## config.mk

```make
export PLATFORM = sky130hd
export DESIGN_NAME = fifo_rd_fwft_flat
export DESIGN_NICKNAME = d
export VERILOG_FILES = /design/src/rtl/fifo_rd_pkg.sv /design/src/rtl/fifo_rd_fwft_if.sv /design/src/rtl/fifo_rd_obuf.sv /design/src/rtl/fifo_rd_fwft.sv /design/src/flat_wrapper.sv
export SDC_FILE = /design/constraint.sdc
export NUM_CORES = 1
export LEC_CHECK = 0
export ABC_AREA = 1
export BUFFER_PORTS_ARGS = -buffer_cell sky130_fd_sc_hd__buf_2
export CAP_MARGIN = 15
export CORE_UTILIZATION = 39
export CTS_BUF_LIST = sky130_fd_sc_hd__clkbuf_2
export DETAILED_ROUTE_END_ITERATION = 16
export PLACE_DENSITY = 0.68
export SLEW_MARGIN = 10
export SYNTH_ARGS = -nofsm -noshare
export SYNTH_HDL_FRONTEND = slang
export SYNTH_SLANG_ARGS = --single-unit
```

## constraint.sdc

```tcl
create_clock -name rclk -period 4.3 [get_ports rclk]
set_clock_uncertainty 0.05 [all_clocks]
set_input_delay 0.43 -clock rclk [delete_from_list [all_inputs] [get_ports rclk]]
set_output_delay 0.43 -clock rclk [all_outputs]
set_load 0.02 [all_outputs]
```

## src/rtl/fifo_rd_pkg.sv

```systemverilog
// Shared types and constants for the FWFT read-side consumer of the async FIFO.
package fifo_rd_pkg;

    localparam int unsigned OBUF_DEPTH = 3;
    localparam int unsigned OBUF_IDX_W = 2;
    localparam int unsigned OBUF_CNT_W = 2;

    typedef logic [OBUF_IDX_W-1:0] obuf_idx_t;
    typedef logic [OBUF_CNT_W-1:0] obuf_cnt_t;

    // Circular index advance over OBUF_DEPTH entries (2 -> 0).
    function automatic obuf_idx_t obuf_idx_inc(input obuf_idx_t idx);
        if (idx == obuf_idx_t'(OBUF_DEPTH - 1)) begin
            return '0;
        end
        return obuf_idx_t'(idx + obuf_idx_t'(1));
    endfunction

endpackage

```

## src/rtl/fifo_rd_fwft_if.sv

```systemverilog
// FIFO read port (empty/r_en/rdata) plus downstream valid/ready stream.
// master = the consumer block, slave = FIFO/downstream side.
interface fifo_rd_fwft_if #(
    parameter int unsigned DATA_WIDTH = 8
);
    import fifo_rd_pkg::*;

    logic                  empty;
    logic                  r_en;
    logic [DATA_WIDTH-1:0] rdata;
    logic                  m_valid;
    logic [DATA_WIDTH-1:0] m_data;
    logic                  m_ready;
    obuf_cnt_t             ob_level;

    modport master (
        input  empty, rdata, m_ready,
        output r_en, m_valid, m_data, ob_level
    );

    modport slave (
        output empty, rdata, m_ready,
        input  r_en, m_valid, m_data, ob_level
    );

endinterface

```

## src/rtl/fifo_rd_obuf.sv

```systemverilog
// 3-entry circular register buffer with push/pop and occupancy count.
// Entry storage is deliberately not reset; only indices and count are.
module fifo_rd_obuf
    import fifo_rd_pkg::*;
#(
    parameter int unsigned DATA_WIDTH = 8
) (
    input  logic                  rclk,
    input  logic                  rrst_n,
    input  logic                  push_i,
    input  logic [DATA_WIDTH-1:0] push_data_i,
    input  logic                  pop_i,
    output logic [DATA_WIDTH-1:0] head_data_c_o,
    output obuf_cnt_t             count_o
);

    logic [DATA_WIDTH-1:0] mem_q [OBUF_DEPTH];
    obuf_idx_t             wr_idx_q, wr_idx_d;
    obuf_idx_t             rd_idx_q, rd_idx_d;
    obuf_cnt_t             count_q,  count_d;
    logic                  pop_ok_c;

    assign pop_ok_c = pop_i && (count_q != '0);

    // Index and occupancy next-state.
    always_comb begin
        wr_idx_d = wr_idx_q;
        rd_idx_d = rd_idx_q;
        count_d  = count_q;
        if (push_i) begin
            wr_idx_d = obuf_idx_inc(wr_idx_q);
        end
        if (pop_ok_c) begin
            rd_idx_d = obuf_idx_inc(rd_idx_q);
        end
        case ({push_i, pop_ok_c})
            2'b10:   count_d = obuf_cnt_t'(count_q + obuf_cnt_t'(1));
            2'b01:   count_d = obuf_cnt_t'(count_q - obuf_cnt_t'(1));
            default: count_d = count_q;
        endcase
    end

    always_ff @(posedge rclk or negedge rrst_n) begin
        if (!rrst_n) begin
            wr_idx_q <= '0;
            rd_idx_q <= '0;
            count_q  <= '0;
        end else begin
            wr_idx_q <= wr_idx_d;
            rd_idx_q <= rd_idx_d;
            count_q  <= count_d;
        end
    end

    always_ff @(posedge rclk) begin
        if (push_i) begin
            mem_q[wr_idx_q] <= push_data_i;
        end
    end

    assign head_data_c_o = mem_q[rd_idx_q];
    assign count_o       = count_q;

`ifndef SYNTHESIS
    a_no_push_when_full: assert property (
        @(posedge rclk) disable iff (!rrst_n)
        !(push_i && (count_q == obuf_cnt_t'(OBUF_DEPTH)))
    );
`endif

endmodule

```

## src/rtl/fifo_rd_fwft.sv

```systemverilog
// Read-domain FWFT adapter: issues r_en against the FIFO and stages read data
// in a 3-entry buffer. Optional delivered-word counter under FIFO_RD_WORD_CNT_EN.
module fifo_rd_fwft
    import fifo_rd_pkg::*;
#(
    parameter int unsigned DATA_WIDTH = 8
`ifdef FIFO_RD_WORD_CNT_EN
    ,
    parameter int unsigned CNT_WIDTH  = 16
`endif
) (
    input  logic                  rclk,
    input  logic                  rrst_n,
    fifo_rd_fwft_if.master        bus
`ifdef FIFO_RD_WORD_CNT_EN
    ,
    output logic [CNT_WIDTH-1:0]  rd_word_cnt
`endif
);

    logic                  inflight_q, inflight_d;
    logic                  r_en_c;
    logic                  pop_c;
    logic [2:0]            occupancy_c;
    obuf_cnt_t             count;
    logic [DATA_WIDTH-1:0] head_data_c;

    // Reserve a slot for every outstanding read so the buffer can never overflow;
    // m_ready is intentionally absent from this path.
    assign occupancy_c = 3'(count) + 3'(inflight_q);
    assign r_en_c      = !bus.empty && (occupancy_c < 3'(OBUF_DEPTH));
    assign inflight_d  = r_en_c;

    always_ff @(posedge rclk or negedge rrst_n) begin
        if (!rrst_n) begin
            inflight_q <= 1'b0;
        end else begin
            inflight_q <= inflight_d;
        end
    end

    assign pop_c = bus.m_valid && bus.m_ready;

    fifo_rd_obuf #(
        .DATA_WIDTH (DATA_WIDTH)
    ) u_obuf (
        .rclk          (rclk),
        .rrst_n        (rrst_n),
        .push_i        (inflight_q),
        .push_data_i   (bus.rdata),
        .pop_i         (pop_c),
        .head_data_c_o (head_data_c),
        .count_o       (count)
    );

    assign bus.r_en     = r_en_c;
    assign bus.m_valid  = (count != '0);
    assign bus.m_data   = head_data_c;
    assign bus.ob_level = count;

`ifdef FIFO_RD_WORD_CNT_EN
    logic [CNT_WIDTH-1:0] word_cnt_q, word_cnt_d;

    always_comb begin
        word_cnt_d = word_cnt_q;
        if (pop_c) begin
            word_cnt_d = CNT_WIDTH'(word_cnt_q + CNT_WIDTH'(1));
        end
    end

    always_ff @(posedge rclk or negedge rrst_n) begin
        if (!rrst_n) begin
            word_cnt_q <= '0;
        end else begin
            word_cnt_q <= word_cnt_d;
        end
    end

    assign rd_word_cnt = word_cnt_q;
`endif

`ifndef SYNTHESIS
    a_no_overflow: assert property (
        @(posedge rclk) disable iff (!rrst_n)
        occupancy_c <= 3'(OBUF_DEPTH)
    );

    a_head_stable: assert property (
        @(posedge rclk) disable iff (!rrst_n)
        (bus.m_valid && !bus.m_ready) |=> (bus.m_valid && $stable(bus.m_data))
    );
`endif

endmodule

```

## src/flat_wrapper.sv

```systemverilog
// flat-port wrapper written by rule: the top's interface ports become plain ports
module fifo_rd_fwft_flat import fifo_rd_pkg::*;
#(
    parameter int unsigned DATA_WIDTH = 8

)
  (rclk, rrst_n, bus_empty, bus_rdata, bus_m_ready, bus_r_en, bus_m_valid, bus_m_data, bus_ob_level);
  fifo_rd_fwft_if #(.DATA_WIDTH(DATA_WIDTH)) bus_i ();
  input  logic rclk;
  input  logic rrst_n;
  input wire logic [$bits(bus_i.empty)-1:0] bus_empty;
  input wire logic [$bits(bus_i.rdata)-1:0] bus_rdata;
  input wire logic [$bits(bus_i.m_ready)-1:0] bus_m_ready;
  output wire logic [$bits(bus_i.r_en)-1:0] bus_r_en;
  output wire logic [$bits(bus_i.m_valid)-1:0] bus_m_valid;
  output wire logic [$bits(bus_i.m_data)-1:0] bus_m_data;
  output wire logic [$bits(bus_i.ob_level)-1:0] bus_ob_level;
  assign bus_i.empty = bus_empty;
  assign bus_i.rdata = bus_rdata;
  assign bus_i.m_ready = bus_m_ready;
  assign bus_r_en = bus_i.r_en;
  assign bus_m_valid = bus_i.m_valid;
  assign bus_m_data = bus_i.m_data;
  assign bus_ob_level = bus_i.ob_level;
  fifo_rd_fwft #(.DATA_WIDTH(DATA_WIDTH)) u_core (.rclk(rclk), .rrst_n(rrst_n), .bus(bus_i));
endmodule
```

# Word level (Yosys, flattened, before mapping)
# Memories as Yosys holds them, arrays and structs flattened.
# Index checks and enable logic that the tools add are counted.
[classes] n_addsub=5 n_mul=0 div=0 n_lt_le_gt_ge=1 n_eq_ne=4 n_shift=0 n_mux=11 bitwise=0 reduce_logical=6
[ops] cell="$mux 2" count=4
[ops] cell="$add 2x1->2 const B" count=3
[ops] cell="$eq 2x2->1 const B" count=3
[ops] cell="$mux 1" count=6
[ops] cell="$pmux 2 s2" count=1
[ops] cell="$reduce_bool 2->1" count=2
[ops] cell="$add 2x1->3" count=1
[ops] cell="$logic_and 1x1->1" count=3
[ops] cell="$lt 3x2->1 const B" count=1
[ops] cell="$eq 2x1->1 const B" count=1
[ops] cell="$sub 2x1->2 const B" count=1
[ops] cell="$logic_not 1->1" count=1
[totals] ff_bits=7 latch_bits=0 ram_bits=24 rom_bits=0 input_bits=12 output_inout_bits=12 word_cells=32 memories=1
[mem_list] name="u_core.u_obuf.mem_q" depth=3 width=8 read_ports=1 rd_ports_with_merged_regs=0 wr=1 line_no="fifo_rd_obuf.sv:17" rtl="logic [DATA_WIDTH-1:0] mem_q [OBUF_DEPTH];"

# Logic depth before layout (Yosys ltp)
# Gate-level depths: netlist of the first run.
[depth] word_depth=5 mapped_depth=10 ltp_nobuf=10

# Modules after synthesis
# From an unflattened synthesis of the first run, not the netlist that was laid out.
[hier_totals] hier_cells=107 hier_area_um2=1252.5
[by_module_without_submodules] module="fifo_rd_obuf" n_inst=1 cells_each=96 area_per_inst_um2=1172.4 seq_area_each_um2=870.8
[by_module_without_submodules] module="fifo_rd_fwft" n_inst=1 cells_each=11 area_per_inst_um2=80.1 seq_area_each_um2=25.0

# Least setup slack after synthesis of the first run
# OpenSTA, ideal clock, no wires.
[synth_timing] kind="reg2out" startpoint="register u_core.u_obuf.count_q[0] (netlist: u_core.u_obuf.count_o[0])" endpoint="output port bus_r_en" arrival_time_ps=1232 t_required_ps=3820 path_slack_ps=2588 stages_incl_launch_ff=6 n_path_buf=0 path_cell_list="dfrtp_1 -> ha_1 -> ha_1 -> nand2_1 -> nand2_1 -> inv_1"
[synth_via] elab_chain_cells=3
[synth_lines] item="from (decl)" line_no="fifo_rd_obuf.sv:20" rtl="obuf_cnt_t count_q, count_d;"
[synth_lines] item="from (signal assigned)" line_no="fifo_rd_obuf.sv:51" rtl="count_q <= count_d;"
[synth_lines] item="$add 2x1->3" line_no="fifo_rd_fwft.sv:30" rtl="assign occupancy_c = 3'(count) + 3'(inflight_q);"
[synth_lines] item="$lt 3x2->1" line_no="fifo_rd_fwft.sv:31" rtl="assign r_en_c = !bus.empty && (occupancy_c < 3'(OBUF_DEPTH));"
[synth_lines] item="$logic_and 1x1->1" line_no="fifo_rd_fwft.sv:31"
[synth_lines] item="to (decl)" line_no="flat_wrapper.sv:14" rtl="output wire logic [$bits(bus_i.r_en)-1:0] bus_r_en;"
# Every way passes these cells.

# Final worst setup path of the first run
# Ends and elaborated chain as after synthesis.

==> metrics.cfg, run 1 <==
[status]
status = complete, no violations

[placement]
gp_congestion = 0.717
post_dp_cell_area_sq_um = 1400
port_buffers = 23
hpwl_microns = 1470
dp.cells = 170

[setup_path]
cp_data_required_time_ns = 3.82
reg2reg_slack_ns = 2.56
crit_chain = ha_1 -> ha_1 -> nand2_1 -> nand2_1 -> inv_1 -> buf_2
rr_endpoint = u_core.u_obuf.mem_q[2][4]$_DFFE_PP_
rr_startpoint = u_core.inflight_q$_DFF_PN0_
crit_arrival_ns = 1.64
critPathSlowestCell = dfrtp_1
worstSetupEndpointType = primary output
cp_top_family = adder cells
path_max_fanout = 5
cpPeakStageDelay_ns = 0.47
rr_worst_depth = 2
crit_path_start_kind = flip-flop
path_class = reg2out
critical_path_buf_inv_count = 2

[sta]
finalSetupViolations = 0
rsz0062_at_grt = false
post-route-period-util_pct = 49.2
max_freq_mhz = 472
slew_violations = 0
worstMarginPinSlew_ns = 1.04
slew_headroom_pct = 30.3
hold_viol = 0
fin_tns_setup_ns = 0
period_needed_ns = 2.12

[cells_and_area]
final_cell_mix = nand2_1 (38), edfxtp_1 (24), buf_2 (23), nand3_1 (11), inv_1 (9)
layout.filler_cells = 275
area_growth_pct = 19.1
nNetsFinal = 149
n_antenna_cell = 0
drive_above_1_share_pct = 25.9
register_area_sq_um = 896
final_cell_area_sq_um = 1480
final_common_cell = nand2_1
layoutNonFillerInstCount = 179
multi_input_area_sq_um = 292

[power_and_ir_drop]
powerDensity_nw_per_um2 = 727
power_leakage_nw = 0.658
peakVddDrop_mv = 0.289

[routing]
drt_iter0_drc = 24
firstDrtPassIters = 4
wl_microns = 2160
vias = 821
wl_per_cell_microns = 12.1
vias_per_cell = 4.59
detail-route-antenna-nets = 0
drc = 0

[synthesis]
syn_area_sq_um = 1240
yosys_warnings = 0
synth_top_area_share_pct = 58.1
yosysUniqueCellTypes = 14
ys_ff_latch = 31
synth.largest_area_cell = edfxtp_1
synth_nets = 119
syn_inst = 104
ys_seq_area_share_pct = 72.3
avgSynthCellArea_sq_um = 11.9
synthTopCellsByArea = edfxtp_1 (58%), dfrtp_1 (14%), nand2_1 (12%)

[clock_tree]
cts.path.max_buffers = 2
cts.sinks = 31
cts_setup_buffers = 0
clockRootBuffer = clkbuf_2
insertion_delay_ns = 0.36
htree_levels = 2
cts_tree = built
numCtsBuffers = 5
cts.clk_slew.worst_paths_ns = 0.17

[floorplan]
pin_count = 24
die_h_microns = 58.4
core_sq_um = 3030
dieArea_sq_um = 3410
row_count = 20
fp.dieW_microns = 58.4
start_util_pct = 41.0

[grt]
antenna_found_initial = 0
grt_usage_pct = 14.9
grt_overflow_total = 0
grt_pass1_vias = 814
grt_max_degree = 12
grt_pass1_wl_microns = 3550

[worst_hold_path]
hold_depth = 1
holdPathEnd = u_core.u_obuf.mem_q[1][0]$_DFFE_PP_
hold_path.startpoint = bus_rdata[0]
hold_class = in2reg

[run]
cap_violations = 0

cell families after synthesis:
logic type | after synthesis | synth area share (%)
compound gates | 2 | 0.807
xor+xnor | 1 | 0.706
fa+ha+maj | 3 | 3.03
buf+inv | 13 | 4.24
flops | 31 | 72.3
simple gates | 54 | 19.0
final cells by class:
| class | instances | area share (%) |
|---|---|---|
| Clock buffer | 5 | 1.69 |
| Clock inverter | 3 | 2.63 |
| Inverter | 12 | 3.05 |
| Multi-Input combinational cell | 60 | 19.7 |
| Sequential cell | 31 | 60.7 |
| Tap cell | 44 | 3.73 |
| Timing Repair Buffer | 24 | 8.47 |
per-layer routing:
layer  share of wire, %  vias to the layer above  GRT usage [%]
met5                  0                        -              0
met1                 40                      395           15.7
met2                 53                       16           26.1
li1                   -                      405              -
met4                2.2                        0           7.14
met3                5.1                        5           5.71
cell usage after synthesis, drive strengths merged:
cell	n
ha	3
edfxtp	24
dfrtp	7
nand3	11
nor3	1
inv	12
nand2	38
buf	1
xnor2	1
nand4	1
nor2	3
o21ai	2
per-stage QoR:
stage | setup WS, ns | total power, mW | util (%) | hold WS, ns
after floorplan | 2.59 | 0.757 | - | 0.0844
after global placement | 2.58 | 0.871 | 46.3 | 0.217
after detailed placement | 2.55 | 0.890 | 46.3 | 0.224
after CTS | 2.15 | 1.08 | 48.8 | 0.183
after global routing | 2.03 | 1.16 | 48.8 | 0.160
final | 2.18 | 1.07 | 48.8 | 0.202
how the worst max path moves through the flow:
stage	cells after the start	end	start	slack, ns
after floorplan	5	bus_r_en	u_core.u_obuf.count_o[0]$_DFFE_PN0P_	2.59
after global placement	2	u_core.u_obuf.mem_q[2][2]$_DFFE_PP_	u_core.inflight_q$_DFF_PN0_	2.58
after detailed placement	2	u_core.u_obuf.mem_q[2][7]$_DFFE_PP_	u_core.inflight_q$_DFF_PN0_	2.55
after CTS	6	bus_r_en	u_core.u_obuf.count_o[0]$_DFFE_PN0P_	2.15
after global routing	6	bus_r_en	u_core.u_obuf.count_o[0]$_DFFE_PN0P_	2.03
final	6	bus_r_en	u_core.u_obuf.count_o[0]$_DFFE_PN0P_	2.18
where the power goes:
group | switching [mW] | total [mW] | internal, mW
combinational | 0.277 | 0.413 | 0.136
clock | 0.0980 | 0.194 | 0.0957
sequential | 0.0555 | 0.467 | 0.411
sequential cells by signal (all words and copies together) (netlist names):
signal                  cells
u_core.u_obuf.count_o       2
u_core.u_obuf.mem_q        24
u_core.u_obuf.wr_idx_q      2
u_core.inflight_q           1
u_core.u_obuf.rd_idx_q      2
what timing repair did:
action,4_1_cts,5_1_grt
endpoints found under the hold margin,7,0
setup endpoints to repair,0,0
hold buffers,1,0
resized for setup,0,0
No activity file was read; power rests on OpenSTA's default activity.
==> run 2, diff against run 1 <==
- clock period: 4.3 -> 2 ns (I/O delays scaled with it)
==> metrics.cfg, run 2 (synthesis gave the netlist of run 1 again) <==
[sta]
worstMarginPinSlew_ns = 0.341  ; -0.697 ns
max_freq_mhz = 532
whs_ns = 0.103  ; -0.0981 ns
hold_viol = 0  ; unchanged
finalSetupViolations = 0  ; unchanged
period_needed_ns = 1.88
slew_violations = 0  ; unchanged
slew_headroom_pct = 77.2  ; +47 points
rsz0062_at_grt = false
fin_tns_setup_ns = 0  ; unchanged
post-route-period-util_pct = 94.1

[placement]
gp_congestion = 0.758  ; +5.7%
port_buffers = 23  ; unchanged
hpwl_microns = 1450  ; -1.7%

[setup_path]
crit_path_start_kind = flip-flop
critPathSlowestCell = dfrtp_2
path_max_fanout = 5  ; unchanged
cpPeakStageDelay_ns = 0.47  ; about the same
crit_chain = ha_1 -> ha_1 -> nand2_1 -> nand2_1 -> inv_1 -> buf_2
cp_data_required_time_ns = 1.75  ; -2.07 ns
worstSetupEndpointType = primary output
critical_path_buf_inv_count = 2  ; unchanged
rr_startpoint = u_core.u_obuf.count_o[0]$_DFFE_PN0P_
critPathLaunch = u_core.u_obuf.count_o[0]$_DFFE_PN0P_
crit_arrival_ns = 1.63  ; about the same
path_class = reg2out
cp_top_family = adder cells

[clock_tree]
cts.clk_slew.worst_paths_ns = 0.14  ; -0.03 ns
htree_levels = 2  ; unchanged
insertion_delay_ns = 0.34  ; -0.02 ns
cts.path.max_buffers = 2  ; unchanged
cts_tree = built
numCtsBuffers = 5  ; unchanged
cts.sinks = 31  ; unchanged
cts_setup_buffers = 0  ; unchanged
clockRootBuffer = clkbuf_2

[routing]
wl_per_cell_microns = 11.2  ; -7.2%
dr_wl_met3_microns = 86  ; -22%
detail-route-antenna-nets = 0  ; unchanged
met2WireLength_microns = 1110  ; -2.6%
highest_layer = met4
firstDrtPassIters = 11  ; +7
vias = 856  ; +4.3%
wl_met1_microns = 888  ; +3.3%
wl_microns = 2110  ; -2.0%
drt_iter0_drc = 43  ; +79%
vias_per_cell = 4.53  ; -1.3%
drc = 1  ; +1

[cells_and_area]
largest_reg_flops = 24  ; unchanged
area_growth_pct = 25.0
regMostFlops = u_core.u_obuf.mem_q
final_cell_mix = nand2_1 (38), edfxtp_1 (24), buf_2 (23), nand3_1 (11), dlygate4sd3_1 (10)
nNetsFinal = 159  ; +6.7%
final_common_cell = nand2_1
drive_above_1_share_pct = 25.5  ; -0.41 points
n_antenna_cell = 0  ; unchanged

[power_and_ir_drop]
pwr-share-seq_pct = 46.3  ; +2.8 points
p_sw_mw = 0.904  ; +110%
p_comb_share_pct = 41.0  ; +2.5 points
peakVddDrop_mv = 0.421  ; +46%
powerDensity_nw_per_um2 = 1410  ; +94%
power_leakage_nw = 0.686  ; +4.3%
p_clk_share_pct = 12.7  ; -5.4 points
design_power_total_mw = 2.19  ; +100%
swShare_pct = 41.4  ; +1.2 points
p_int_mw = 1.28  ; +99%

[run]
cap_violations = 0  ; unchanged

[status]
status = finished with violations
violations = design-rule violations

[grt]
grt_usage_pct = 14.8  ; -0.093 points
antenna_found_initial = 0  ; unchanged
grt_max_degree = 12  ; unchanged
grt_overflow_total = 0  ; unchanged
grt_pass1_wl_microns = 3480  ; -2.1%
grt_pass1_vias = 785  ; -3.6%

[floorplan]
core_sq_um = 3030  ; unchanged
start_util_pct = 41.0  ; unchanged
die_h_microns = 58.4  ; unchanged
dieArea_sq_um = 3410  ; unchanged
fp.dieW_microns = 58.4  ; unchanged
row_count = 20  ; unchanged
pin_count = 24  ; unchanged

[worst_hold_path]
hold_path.startpoint = bus_m_ready
hold_class = in2reg

run 2: changes by cell type in the layout (fill, tap and decap cells not counted), sizes merged:
cell,before,now
dlygate4sd3,1,10
buf,23,24
bufinv,1,0
clkbuf,5,6
run 2: final timing paths:
path | slack [ns] | depth (start not counted) | to
setup reg to reg | 0.53 | 9 | u_core.u_obuf.count_o[1]$_DFFE_PN0P_
min in group asynchronous | 0.14 | 2 | u_core.u_obuf.count_o[0]$_DFFE_PN0P_
max in group asynchronous | 1.59 | 2 | u_core.u_obuf.rd_idx_q[1]$_DFFE_PN0P_
setup / recovery | 0.12 | 6 | bus_r_en
hold reg to reg | 0.48 | 1 | u_core.u_obuf.count_o[0]$_DFFE_PN0P_
hold / removal | 0.10 | 4 | u_core.u_obuf.rd_idx_q[1]$_DFFE_PN0P_
run 2: power groups by stage:
| stage | registers [mW] | logic (mW) | clock network, mW |
|---|---|---|---|
| 2_1_floorplan | 1.00 | 0.627 | 0 |
| 3_3_place_gp | 1.01 | 0.875 | 0 |
| 3_5_place_dp | 1.02 | 0.899 | 0 |
| 4_1_cts | 1.01 | 0.915 | 0.287 |
| 5_1_grt | 1.03 | 1.01 | 0.329 |
| 6_report | 1.01 | 0.897 | 0.277 |
run 2: layout make-up:
cell class	instances	area (sq um)
inverters	12	45.0
multi-input cells	60	292
clock inverters	2	7.51
flip-flops and latches	31	898
fillers	269	1480
repair buffers	34	223
well taps	44	55.1
clock buffers	6	30.0
run 2: per-layer routing:
metal | GRT usage [%] | up-vias
li1 | - | 428
met3 | 6.59 | 5
met2 | 23.6 | 17
met1 | 17.4 | 406
met4 | 6.12 | 0
met5 | 0 | -
run 2: worst register-to-register path: cells and delay by family, from the launching register on:
kind                       cells  cell delay [ns]
DFF                            1             0.47
and+or+nand+nor                5             0.34
buffers and inverters          3             0.20
adders and majority gates      1             0.32
run 2: timing repair:
| item | 4_1_cts | 5_1_grt |
|---|---|---|
| setup endpoints to repair | 0 | 2 |
| hold buffers | 9 | 1 |
| endpoints found under the hold margin | 31 | 1 |
| resized for setup | 0 | 2 |
run 2: per-stage QoR:
step,area (sq um),worst slack (ns),utilization [%],cells
floorplan,1240,0.391,-,104
global placement,1410,0.551,46.6,171
detailed placement,1410,0.491,46.6,171
CTS,1540,0.0744,50.8,188
global route,1550,0.0126,51.2,189
finish,1550,0.119,51.2,189
